$ cat src/rtl/rram_cell_driver.sv
// rram_cell_driver: clocked sequencer driving the word lines and bit-line
// control terminals of an RRAM synapse row.
//
// Optional build macro: PROG_VERIFY_EN -- when defined, every PROGRAM runs a
// read window after its hold phase (READ_CYC extra cycles) before completing.
//
// Ports:
//   clk, rst_n        clock, asynchronous active-low reset
//   cmd_valid         command request
//   cmd_ready         high only while idle
//   cmd_op            00 RESET, 01 PROGRAM, 10 READ, 11 BACK
//   cmd_row           target row
//   cmd_weight        set-pulse length in cycles (PROGRAM only)
//   wl                persistent per-row word-line levels
//   bl_set            drive bit line to set level
//   bl_back           drive bit line to back-operation level
//   dback             back-operation enable to cells
//   rd_strobe         one-cycle sample strobe for the analog output
//   done              one-cycle command completion
//   err               one-cycle: READ/BACK addressed a row whose wl is low
module rram_cell_driver #(
  parameter int unsigned N_ROWS    = 4,
  parameter int unsigned W_BITS    = 8,
  parameter int unsigned SETUP_CYC = 2,
  parameter int unsigned HOLD_CYC  = 2,
  parameter int unsigned READ_CYC  = 3,
  parameter int unsigned BACK_CYC  = 4,
  parameter int unsigned RST_CYC   = 2,
  localparam int unsigned ROW_W    = (N_ROWS > 1) ? $clog2(N_ROWS) : 1
) (
  input  logic              clk,
  input  logic              rst_n,
  input  logic              cmd_valid,
  output logic              cmd_ready,
  input  logic [1:0]        cmd_op,
  input  logic [ROW_W-1:0]  cmd_row,
  input  logic [W_BITS-1:0] cmd_weight,
  output logic [N_ROWS-1:0] wl,
  output logic              bl_set,
  output logic              bl_back,
  output logic              dback,
  output logic              rd_strobe,
  output logic              done,
  output logic              err
);

  localparam int unsigned CNT_W = (W_BITS > 8) ? W_BITS : 8;

  localparam logic [1:0] OP_RESET   = 2'b00;
  localparam logic [1:0] OP_PROGRAM = 2'b01;
  localparam logic [1:0] OP_READ    = 2'b10;
  localparam logic [1:0] OP_BACK    = 2'b11;

  localparam logic [2:0] IDLE   = 3'd0;
  localparam logic [2:0] SETUP  = 3'd1;
  localparam logic [2:0] PULSE  = 3'd2;
  localparam logic [2:0] HOLD   = 3'd3;
  localparam logic [2:0] RDWIN  = 3'd4;
  localparam logic [2:0] RSTWIN = 3'd5;
  localparam logic [2:0] FIN    = 3'd6;

  logic [2:0]        state_q, state_n;
  logic [CNT_W-1:0]  cnt_q, cnt_n;
  logic [CNT_W-1:0]  wgt_q, wgt_n;
  logic [1:0]        op_q, op_n;
  logic              err_q, err_n;
  logic [N_ROWS-1:0] wl_n;
  logic [CNT_W-1:0]  pulse_len;
  logic              accept;

  assign accept = cmd_valid & cmd_ready;

  // State register
  always_ff @(posedge clk or negedge rst_n) begin
    if (!rst_n) state_q <= IDLE;
    else        state_q <= state_n;
  end

  // Latched command context and phase counter
  always_ff @(posedge clk or negedge rst_n) begin
    if (!rst_n) begin
      cnt_q <= '0;
      wgt_q <= '0;
      op_q  <= OP_RESET;
      err_q <= 1'b0;
    end else begin
      cnt_q <= cnt_n;
      wgt_q <= wgt_n;
      op_q  <= op_n;
      err_q <= err_n;
    end
  end

  // Next-state, counter and word-line update
  always_comb begin
    state_n   = state_q;
    cnt_n     = cnt_q;
    wgt_n     = wgt_q;
    op_n      = op_q;
    err_n     = err_q;
    wl_n      = wl;
    pulse_len = (op_q == OP_PROGRAM) ? wgt_q : CNT_W'(BACK_CYC);

    unique case (state_q)
      IDLE: begin
        if (accept) begin
          op_n  = cmd_op;
          wgt_n = CNT_W'(cmd_weight);
          err_n = 1'b0;
          cnt_n = '0;
          unique case (cmd_op)
            OP_RESET: begin
              wl_n[cmd_row] = 1'b0;
              state_n       = RSTWIN;
            end
            OP_PROGRAM: begin
              wl_n[cmd_row] = 1'b1;
              state_n       = SETUP;
            end
            OP_READ: begin
              // Reading an unselected row would see no cell; flag it instead
              if (!wl[cmd_row]) begin
                err_n   = 1'b1;
                state_n = FIN;
              end else begin
                state_n = RDWIN;
              end
            end
            default: begin
              if (!wl[cmd_row]) begin
                err_n   = 1'b1;
                state_n = FIN;
              end else begin
                state_n = SETUP;
              end
            end
          endcase
        end
      end
      SETUP: begin
        if (cnt_q == CNT_W'(SETUP_CYC - 1)) begin
          cnt_n   = '0;
          // A zero-length set pulse skips the bit-line phase entirely
          state_n = (pulse_len == '0) ? HOLD : PULSE;
        end else begin
          cnt_n = cnt_q + CNT_W'(1);
        end
      end
      PULSE: begin
        if (cnt_q == pulse_len - CNT_W'(1)) begin
          cnt_n   = '0;
          state_n = HOLD;
        end else begin
          cnt_n = cnt_q + CNT_W'(1);
        end
      end
      HOLD: begin
        if (cnt_q == CNT_W'(HOLD_CYC - 1)) begin
          cnt_n = '0;
`ifdef PROG_VERIFY_EN
          state_n = (op_q == OP_PROGRAM) ? RDWIN : FIN;
`else
          state_n = FIN;
`endif
        end else begin
          cnt_n = cnt_q + CNT_W'(1);
        end
      end
      RDWIN: begin
        if (cnt_q == CNT_W'(READ_CYC - 1)) begin
          cnt_n   = '0;
          state_n = FIN;
        end else begin
          cnt_n = cnt_q + CNT_W'(1);
        end
      end
      RSTWIN: begin
        if (cnt_q == CNT_W'(RST_CYC - 1)) begin
          cnt_n   = '0;
          state_n = FIN;
        end else begin
          cnt_n = cnt_q + CNT_W'(1);
        end
      end
      FIN:     state_n = IDLE;
      default: state_n = IDLE;
    endcase
  end

  // Registered outputs: bit-line drives track the next state so they align
  // with the phase; strobe/done/err are issued the cycle after their phase.
  always_ff @(posedge clk or negedge rst_n) begin
    if (!rst_n) begin
      cmd_ready <= 1'b0;
      wl        <= '0;
      bl_set    <= 1'b0;
      bl_back   <= 1'b0;
      dback     <= 1'b0;
      rd_strobe <= 1'b0;
      done      <= 1'b0;
      err       <= 1'b0;
    end else begin
      cmd_ready <= (state_n == IDLE);
      wl        <= wl_n;
      bl_set    <= (state_n == PULSE) && (op_n == OP_PROGRAM);
      bl_back   <= (state_n == PULSE) && (op_n == OP_BACK);
      dback     <= (op_n == OP_BACK) && (state_n inside {SETUP, PULSE, HOLD});
      rd_strobe <= (state_q == RDWIN) && (cnt_q == CNT_W'(READ_CYC - 1));
      done      <= (state_q == FIN);
      err       <= (state_q == FIN) && err_q;
    end
  end

endmodule

$ cat config.mk
export PLATFORM = sky130hd
export DESIGN_NAME = rram_cell_driver
export DESIGN_NICKNAME = d
export VERILOG_FILES = /design/src/rtl/rram_cell_driver.sv
export SDC_FILE = /design/constraint.sdc
export NUM_CORES = 1
export LEC_CHECK = 0
export BUFFER_PORTS_ARGS = -buffer_cell sky130_fd_sc_hd__buf_2
export CAP_MARGIN = 0
export CORE_MARGIN = 4
export CORE_UTILIZATION = 57
export DETAILED_ROUTE_END_ITERATION = 12
export HOLD_SLACK_MARGIN = 0.12
export PLACE_DENSITY = 0.79
export SLEW_MARGIN = 5
export SYNTH_ARGS = -nofsm -noshare
export SYNTH_HDL_FRONTEND = slang
export SYNTH_SLANG_ARGS = --single-unit
$ cat constraint.sdc
create_clock -name clk -period 3.9 [get_ports clk]
set_clock_uncertainty 0.15 [all_clocks]
set_input_delay 0.78 -clock clk [delete_from_list [all_inputs] [get_ports clk]]
set_output_delay 0.78 -clock clk [all_outputs]
set_load 0.02 [all_outputs]
* Word-level counts from Yosys, hierarchy flattened
Cells that the tools add are included. W data, S select, Z words.
Cells by class: $add $sub $neg 2, magnitude comparators 2, bitwise operators 4, reductions and logical operators 19, eq/ne operators 18, muxes and demuxes 25
Operators by type and width (count):
- $mux W8 | 5
- $pmux W8 S4 | 1
- $mux W3 | 6
- $pmux W3 S5 | 1
- $eq A3 B2 Y1 const B | 4
- $eq A3 B3 Y1 const B | 3
- $pmux W3 S3 | 1
- $add A8 B1 Y8 const B | 1
- $eq A8 B1 Y1 const B | 1
- $eq A8 B2 Y1 const B | 1
- $eq A8 B8 Y1 | 1
- $logic_not A8 Y1 | 1
- $pmux W4 S2 | 1
- $sub A8 B1 Y8 const B | 1
- $eq A2 B1 Y1 const B | 3
- $eq A3 B1 Y1 const B | 2
- $logic_and A1 B1 Y1 | 6
- $logic_not A3 Y1 | 2
- $mux W2 | 3
- $mux W1 | 5
- $and A4 B4 Y4 | 1
- $eq A2 B2 Y1 const B | 2
- $not A4 Y4 | 1
- $or A4 B4 Y4 | 1
- 14 further kinds | 16
Word-level totals: input port bits 15, bits in registers 33, output and inout bits 11, logic and storage cells 83

* Logic depth before layout (Yosys ltp)
Gate-level depths: netlist (run 1).
word-level depth 9, mapped depth 9, gate-level depth less buffers 9

* Worst setup path after synthesis (run 1)
Ideal clock, no wire load.
path type flip-flop to flip-flop, start point reg op_q[0], end point reg cnt_q[2], path slack 0.967 ns, setup time 0.126 ns, arrival 2.657 ns, period minus slack after synthesis 2.933 ns, cell stages (with the launch flop) 10, required time 3.624 ns, path buffers 0, path through dfrtp_1 nor2b_1 nand2_1 ha_1 xor2_1 nor4b_1 o31ai_1 a2111oi_2 a2111oi_0 a221o_1
Between the ends: word-level cells in the longest chain between the ends 6
RTL lines:
- from (decl) | line 65 | logic [1:0] op_q, op_n;
- from (signal assigned) | line 89 | op_q <= op_n;
- $eq A2 B1 Y1 | line 102 | pulse_len = (op_q == OP_PROGRAM) ? wgt_q : CNT_W'(BACK_CYC);
- $mux W8 | line 102
- $sub A8 B1 Y8 | line 150 | if (cnt_q == pulse_len - CNT_W'(1)) begin
- $eq A8 B8 Y1 | line 150
- $mux W8 | line 150
- $pmux W8 S4 | line 104 | unique case (state_q)
- to (signal assigned) | line 87 | cnt_q <= cnt_n;
- to (decl) | line 63 | logic [CNT_W-1:0] cnt_q, cnt_n;
Every way passes these cells. A chain may end at the register's enable or synchronous reset.

* Worst setup path after layout (run 1)
start point reg op_q[0], end point reg cnt_q[3]
Same word-level chain as after synthesis.

==> run metrics, run 1 <==
Final Setup Violations 0; Primary FF master, synth dfrtp_1; P_sw around 750 uW; syn_area_per_cell ~9.6 um^2; ys async rst share 1.000; initial core utilization 0.5928; worst-margin pin slew 814.4 ps; drt first-iter violations about 160; share of cells above drive strength 1 0.2304; Std-Cell Core Area between 0.003 and 0.004 mm^2; Int Pwr 870.3 uW; vias 1633; drt first pass iters 4; Slew headroom 0.4560; port bufs 25; H-tree level count 2; Post-Syn Nets ~230; post_cts resized 0; R2R cell count 9; GRT Total Usage 0.2214; Die Ht 66.91 um; fin crit period ~3500 ps; root buf cell clkbuf_4; P&R area growth vs syn 9.994%; CP startpoint kind flop; number of routed nets with antenna violations 0; Post-synth EDFFs 0; die width roughly 67 um; switching share of power 0.4619; Max Root-Sink Buffers 2; Worst Hold Class in -> async; CP Data Required Time 3970 ps; Hold Vio Cnt, Final 0; drc violations 0; worst skew pair latency about 330 ps; crit-path max FO 8; Ant. Diodes 0; total gr overflow 0; first-pass GRT wire length 7417 um; Seq cells post-synth 33; number of synthesis warnings 0; CTS Buf Count 5; Leak about 0.0010 uW; post-synthesis sequential area ratio 0.4175; flop2flop setup slack roughly 430 ps; vias in the first global route between 1500 and 2000; Cell Pwr Density approximately 740 mW/mm^2; hold_buf cts 0; Synth cell types 52; clock-pin slew on the worst setup and hold paths 100 ps; Inst Count DP 270; TritonCTS clock tree yes; Core Rows 21; Layout Nets between 200 and 300; Setup Buffers After CTS 0; Max VDD drop around 0.00039 V; status finished clean; Worst Setup End Kind flop; Routed WL 4238 um; dpl hpwl around 3100 um; number of antenna violations at the first check in global routing 0; routability cong. slightly below 0.9; Non-Filler Instances around 280; Max Clock Freq 0.2885 GHz; largest net degree at the start of global routing 34; Filler cells 288; Boundary Pins 26; Comb pwr share 0.495; Slew Viols, Final 0; RSZ-0062 raised after global routing no; DIE AREA between 0.004 and 0.005 mm^2; clock power share 0.105; fin crit share 0.8888; setup TNS 0 ps; drt via density a little under 6; synthesized netlist cell count approximately 210; Arr. time, crit path approximately 3500 ps; wire per inst approximately 15 um; reg-to-reg endpoint cnt_q[3]$_DFFE_PN0P_; max-capacitance violation count 0; Critical R2R Launch op_q[0]$_DFF_PN0_; crit path kind reg -> reg; CTS Sinks 33; Mapped Area between 0.0015 and 0.002 mm^2; sequential share of power 0.400
-- stage by stage --
| step | util | cell area [um^2] | total power [uW] | worst slack, ps | hold slack (ps) |
|---|---|---|---|---|---|
| CTS | 0.6520 | 2176 | 1622 | 485.3 | 342.3 |
| global placement | 0.6393 | 2133 | 1420 | 730.3 | 321.0 |
| floorplan | - | 1978 | 1238 | 966.9 | 288.1 |
| detailed placement | 0.6393 | 2133 | 1444 | 534.3 | 320.2 |
| global route | 0.6520 | 2176 | 1752 | 254.1 | 385.4 |
| finish | 0.6520 | 2176 | 1617 | 433.5 | 330.7 |
-- worst max-delay path, stage by stage (launching register included) --
cell and delay, ps:
dfrtp_1 470, nor2b_1 430, nand2_1 110, ha_1 240
xor2_1 230, nor4b_1 290, o31ai_1 120, a2111oi_2 770
a21oi_4 200, a221o_1 330
-- power by group through the flow --
stage / sequential, uW / clock (uW) / combinational [uW]
2_1_floorplan: 608 / 0 / 630
3_3_place_gp: 642 / 0 / 778
3_5_place_dp: 648 / 0 / 796
4_1_cts: 644 / 180 / 798
5_1_grt: 668 / 192 / 892
6_report: 647 / 170 / 801
-- metal layers --
layer / GRT usage / vias to the layer above / routed length, um
li1: - / 809 / -
met4: 0.08608 / 0 / 94
met1: 0.2843 / 762 / 1949
met2: 0.3601 / 52 / 1989
met5: 0 / - / 0
met3: 0.05059 / 10 / 205
-- cells in the final DEF (no fill, tap or decap), drive strengths merged, types with 2 or more instances in the layout --
master    n
nand2    47
dfrtp    33
buf      27
nor4      8
nor2      6
nand3     6
inv       5
mux2      5
clkbuf    5
a21oi     5
nor3      5
a2111oi   5
nor2b     4
or2       4
xor2      4
and2      4
a221o     4
ha        4
o21ai     3
nand3b    3
nor4b     3
xnor2     3
nor3b     3
a22o      3
nand2b    3
o311ai    3
or4       2
or4b      2
a21boi    2
o211a     2
or3       2
a32oi     2
-- cells in the mapped netlist, types with 2 or more instances --
cell type,n,area share
nor4b_1,3,0.013
a21oi_1,4,0.010
a21boi_0,2,0.0076
o211a_1,2,0.010
and2_1,4,0.013
nand3b_1,3,0.011
dfrtp_1,33,0.42
nand2b_1,2,0.0063
clkbuf_1,7,0.013
a2111oi_0,4,0.018
nor3_1,4,0.010
nor2_1,6,0.011
o21ai_0,3,0.0076
xnor2_1,3,0.013
inv_1,5,0.0095
nor2b_1,4,0.013
o311ai_1,2,0.0089
or2_2,4,0.013
or4_1,2,0.0076
nand2_1,47,0.089
xor2_1,4,0.018
nand3_1,6,0.015
mux2_2,5,0.028
nor4_1,8,0.025
nor3b_1,3,0.011
a22o_1,3,0.013
ha_1,4,0.025
a221o_1,4,0.020
or4b_4,2,0.014
-- layout make-up --
cell class | count | area (um^2) | area share
tap | 46 | 57.56 | 0.02645
inverter | 5 | 18.77 | 0.008626
clock buffer | 5 | 37.54 | 0.01725
timing repair buffer | 27 | 140.1 | 0.06440
sequential | 33 | 825.8 | 0.3795
multi-input combinational | 159 | 1091 | 0.5014
clock inverter | 1 | 5.005 | 0.002300
-- how the worst max path moves through the flow --
stage                       from              endpoint  slack [ps]
6_report       op_q[0]$_DFF_PN0_  cnt_q[3]$_DFFE_PN0P_         430
5_1_grt        op_q[0]$_DFF_PN0_  cnt_q[5]$_DFFE_PN0P_         250
4_1_cts        op_q[0]$_DFF_PN0_  cnt_q[3]$_DFFE_PN0P_         490
3_5_place_dp   op_q[0]$_DFF_PN0_  cnt_q[3]$_DFFE_PN0P_         530
3_3_place_gp   op_q[0]$_DFF_PN0_  cnt_q[4]$_DFFE_PN0P_         730
2_1_floorplan  op_q[0]$_DFF_PN0_  cnt_q[2]$_DFFE_PN0P_         970
-- logic make-up after synthesis --
kind of cell / count (synthesis) / share of synthesized area
adder cells (fa/ha/maj): 4 / 0.02530
multiplexers: 6 / 0.03985
AO/OA/AOI/OAI: 36 / 0.1657
AND/OR/NAND/NOR: 106 / 0.2897
buffers and inverters: 14 / 0.03099
flip-flops: 33 / 0.4175
XOR/XNOR: 7 / 0.03099
No activity file was read; power rests on OpenSTA's default activity.
==> inputs of run 2 (changes only) <==
- BUFFER_PORTS_ARGS: -buffer_cell sky130_fd_sc_hd__buf_2 -> -buffer_cell sky130_fd_sc_hd__buf_4
==> run 2 against run 1 <==
  * Count of clock-buffer cells in the layout is 2 higher
  * Clock power is 14% higher
  * Maximum frequency is 0.75% higher
  * Setup slack better by 26 ps
  * Cell area is 3.5% higher
  * Non-clock buffer count stayed put
  * Sequential power hardly changed
  * Via count is 0.80% higher
  * Routed wire length is 2.5% higher
  * Critical path type unchanged
  * Highest routed layer unchanged
==> run metrics, run 2 (same netlist as run 1, synthesis figures left out) <==
routability cong. 0.8649 (-3.1%); share of cells above drive strength 1 0.2294 (-0.0009976); die width 66.91 um (unchanged); fin crit share 0.8822 (-0.006626); drt first pass iters 4 (unchanged); CTS Sinks 33 (unchanged); Hold Vio Cnt, Final 0 (unchanged); Arr. time, crit path 3510 ps (-20 ps); clock-pin slew on the worst setup and hold paths 100 ps (about the same); Leak 0.001029 uW (+1.8%); fin crit period 3441 ps (-25.84 ps); most frequent cells in the layout 47 x nand2_1, 33 x dfrtp_1, 27 x buf_4; vias in the first global route 1632 (+3.5%); Slew Viols, Final 0 (unchanged); status finished clean; Final Util 0.6745 (+0.02250); total gr overflow 0 (unchanged); Max stage delay cell, worst path a2111oi_2; clock power share 0.116 (+0.011); worst skew pair latency 330 ps (about the same); worst-margin pin slew 802.0 ps (-12.37 ps); DIE AREA 0.004477 mm^2 (unchanged); Tot Pwr 1665 uW (+3.0%); max-capacitance violation count 0 (unchanged); P&R area growth vs syn 13.79%; Max Clock Freq 0.2906 GHz (+0.75%); Slew headroom 0.4643 (+0.008263); Std-Cell Core Area 0.003337 mm^2 (unchanged); post_cts resized 0 (unchanged); Final Setup Violations 0 (unchanged); CP Data Required Time 3970 ps (about the same); RSZ-0062 raised after global routing no; Int Pwr 915.7 uW (+5.2%); largest net degree at the start of global routing 34 (unchanged); H-tree level count 2 (unchanged); Max Root-Sink Buffers 2 (unchanged); Worst Hold Class in -> async; CTS Buf Count 5 (unchanged); drc violations 0 (unchanged); Boundary Pins 26 (unchanged); port bufs 25 (unchanged); Ant. Diodes 0 (unchanged); Setup Buffers After CTS 0 (unchanged); crit-path max FO 7 (-1); drt via density 5.942 (+0.43%); Non-Filler Instances 277 (+0.36%); crit path kind reg -> reg; initial core utilization 0.5928 (unchanged); Core Rows 21 (unchanged); root buf cell clkbuf_4; TritonCTS clock tree yes; number of antenna violations at the first check in global routing 0 (unchanged); P_sw 749.5 uW (+0.34%); setup TNS 0 ps (unchanged); worst-path cell chain nor2b_1 -> nand2_1 -> ha_1 -> xor2_1 -> nor4b_1 -> o31ai_1 -> a2111oi_2 -> a2111oi_0 -> a221o_1; dpl hpwl 3237 um (+5.9%); Die Ht 66.91 um (unchanged); Reg area 825.8 um^2 (unchanged); first-pass GRT wire length 7465 um (+0.65%); CP startpoint kind flop; Inst Count DP 270 (unchanged); Routed WL 4343 um (+2.5%); vias 1646 (+0.80%); Cell Pwr Density 739.8 mW/mm^2 (-0.47%); Layout Nets 250 (unchanged); sequential share of power 0.390 (-0.010); Filler cells 272 (-5.6%); wire per inst 15.68 um (+2.1%); number of routed nets with antenna violations 0 (unchanged); hold_buf cts 0 (unchanged); area of the multi-input gates 0.001091 mm^2 (unchanged); switching share of power 0.4501 (-0.01178); Worst path max stage delay 760 ps (about the same); GRT Total Usage 0.2223 (+0.0008731); drt first-iter violations 134 (-16%); Max VDD drop 0.0004007 V (+3.2%); R2R cell count 9 (unchanged); Comb pwr share 0.494 (about the same); most common cell after layout, fill and taps aside nand2_1; Worst Setup End Kind flop
run 2: cell count changes in the layout (fill, tap and decap cells not counted):
cell      previous run  this run
buf_2               25         0
buf_4                2        27
clkbuf_1             0         1
clkbuf_8             0         1
clkinv_2             1         0
run 2: critical path: cells and delay by family (launching register included):
kind	cells	cell delay, ps
flops	1	460
simple gates	3	810
compound gates	4	1440
xor+xnor	1	220
fa+ha+maj	1	250
run 2: final timing paths:
path | start | slack, ps | end
worst max-delay path | op_q[0]$_DFF_PN0_ | 460 | cnt_q[4]$_DFFE_PN0P_
max in group asynchronous | rst_n | 3060 | err$_DFF_PN0_
worst min register to register | err_q$_DFFE_PN0P_ | 340 | err_q$_DFFE_PN0P_
worst max register to register | op_q[0]$_DFF_PN0_ | 460 | cnt_q[4]$_DFFE_PN0P_
worst min-delay path | rst_n | 220 | wgt_q[5]$_DFFE_PN0P_
min in group clk | err_q$_DFFE_PN0P_ | 340 | err_q$_DFFE_PN0P_
run 2: routing by layer:
metal  vias to the layer above  wire (um)  track usage
met5                         -          0            0
met4                         0         51      0.08101
met3                         7        238      0.05734
met2                        49       2077       0.3614
met1                       783       1975       0.2839
li1                        807          -            -
run 2: layout make-up:
| type | instances | area share |
|---|---|---|
| clock buffers | 7 | 0.02446 |
| inverters | 5 | 0.008338 |
| multi-input cells | 159 | 0.4847 |
| flip-flops and latches | 33 | 0.3669 |
| well taps | 46 | 0.02557 |
| repair buffers | 27 | 0.09005 |
run 2: per-stage QoR:
step	setup slack, ps	hold WS, ps	area [um^2]
floorplan	966.9	288.1	1978
global placement	700.7	319.9	2196
detailed placement	479.3	329.2	2196
CTS	450.7	221.1	2251
global route	153.4	236.5	2251
finish	459.3	224.6	2251
run 2: power groups by stage:
stage          combinational [uW]  sequential (uW)  clock (uW)
4_1_cts                       825              645         197
3_5_place_dp                  821              651           0
2_1_floorplan                 630              608           0
5_1_grt                       911              673         215
3_3_place_gp                  791              643           0
6_report                      823              649         193
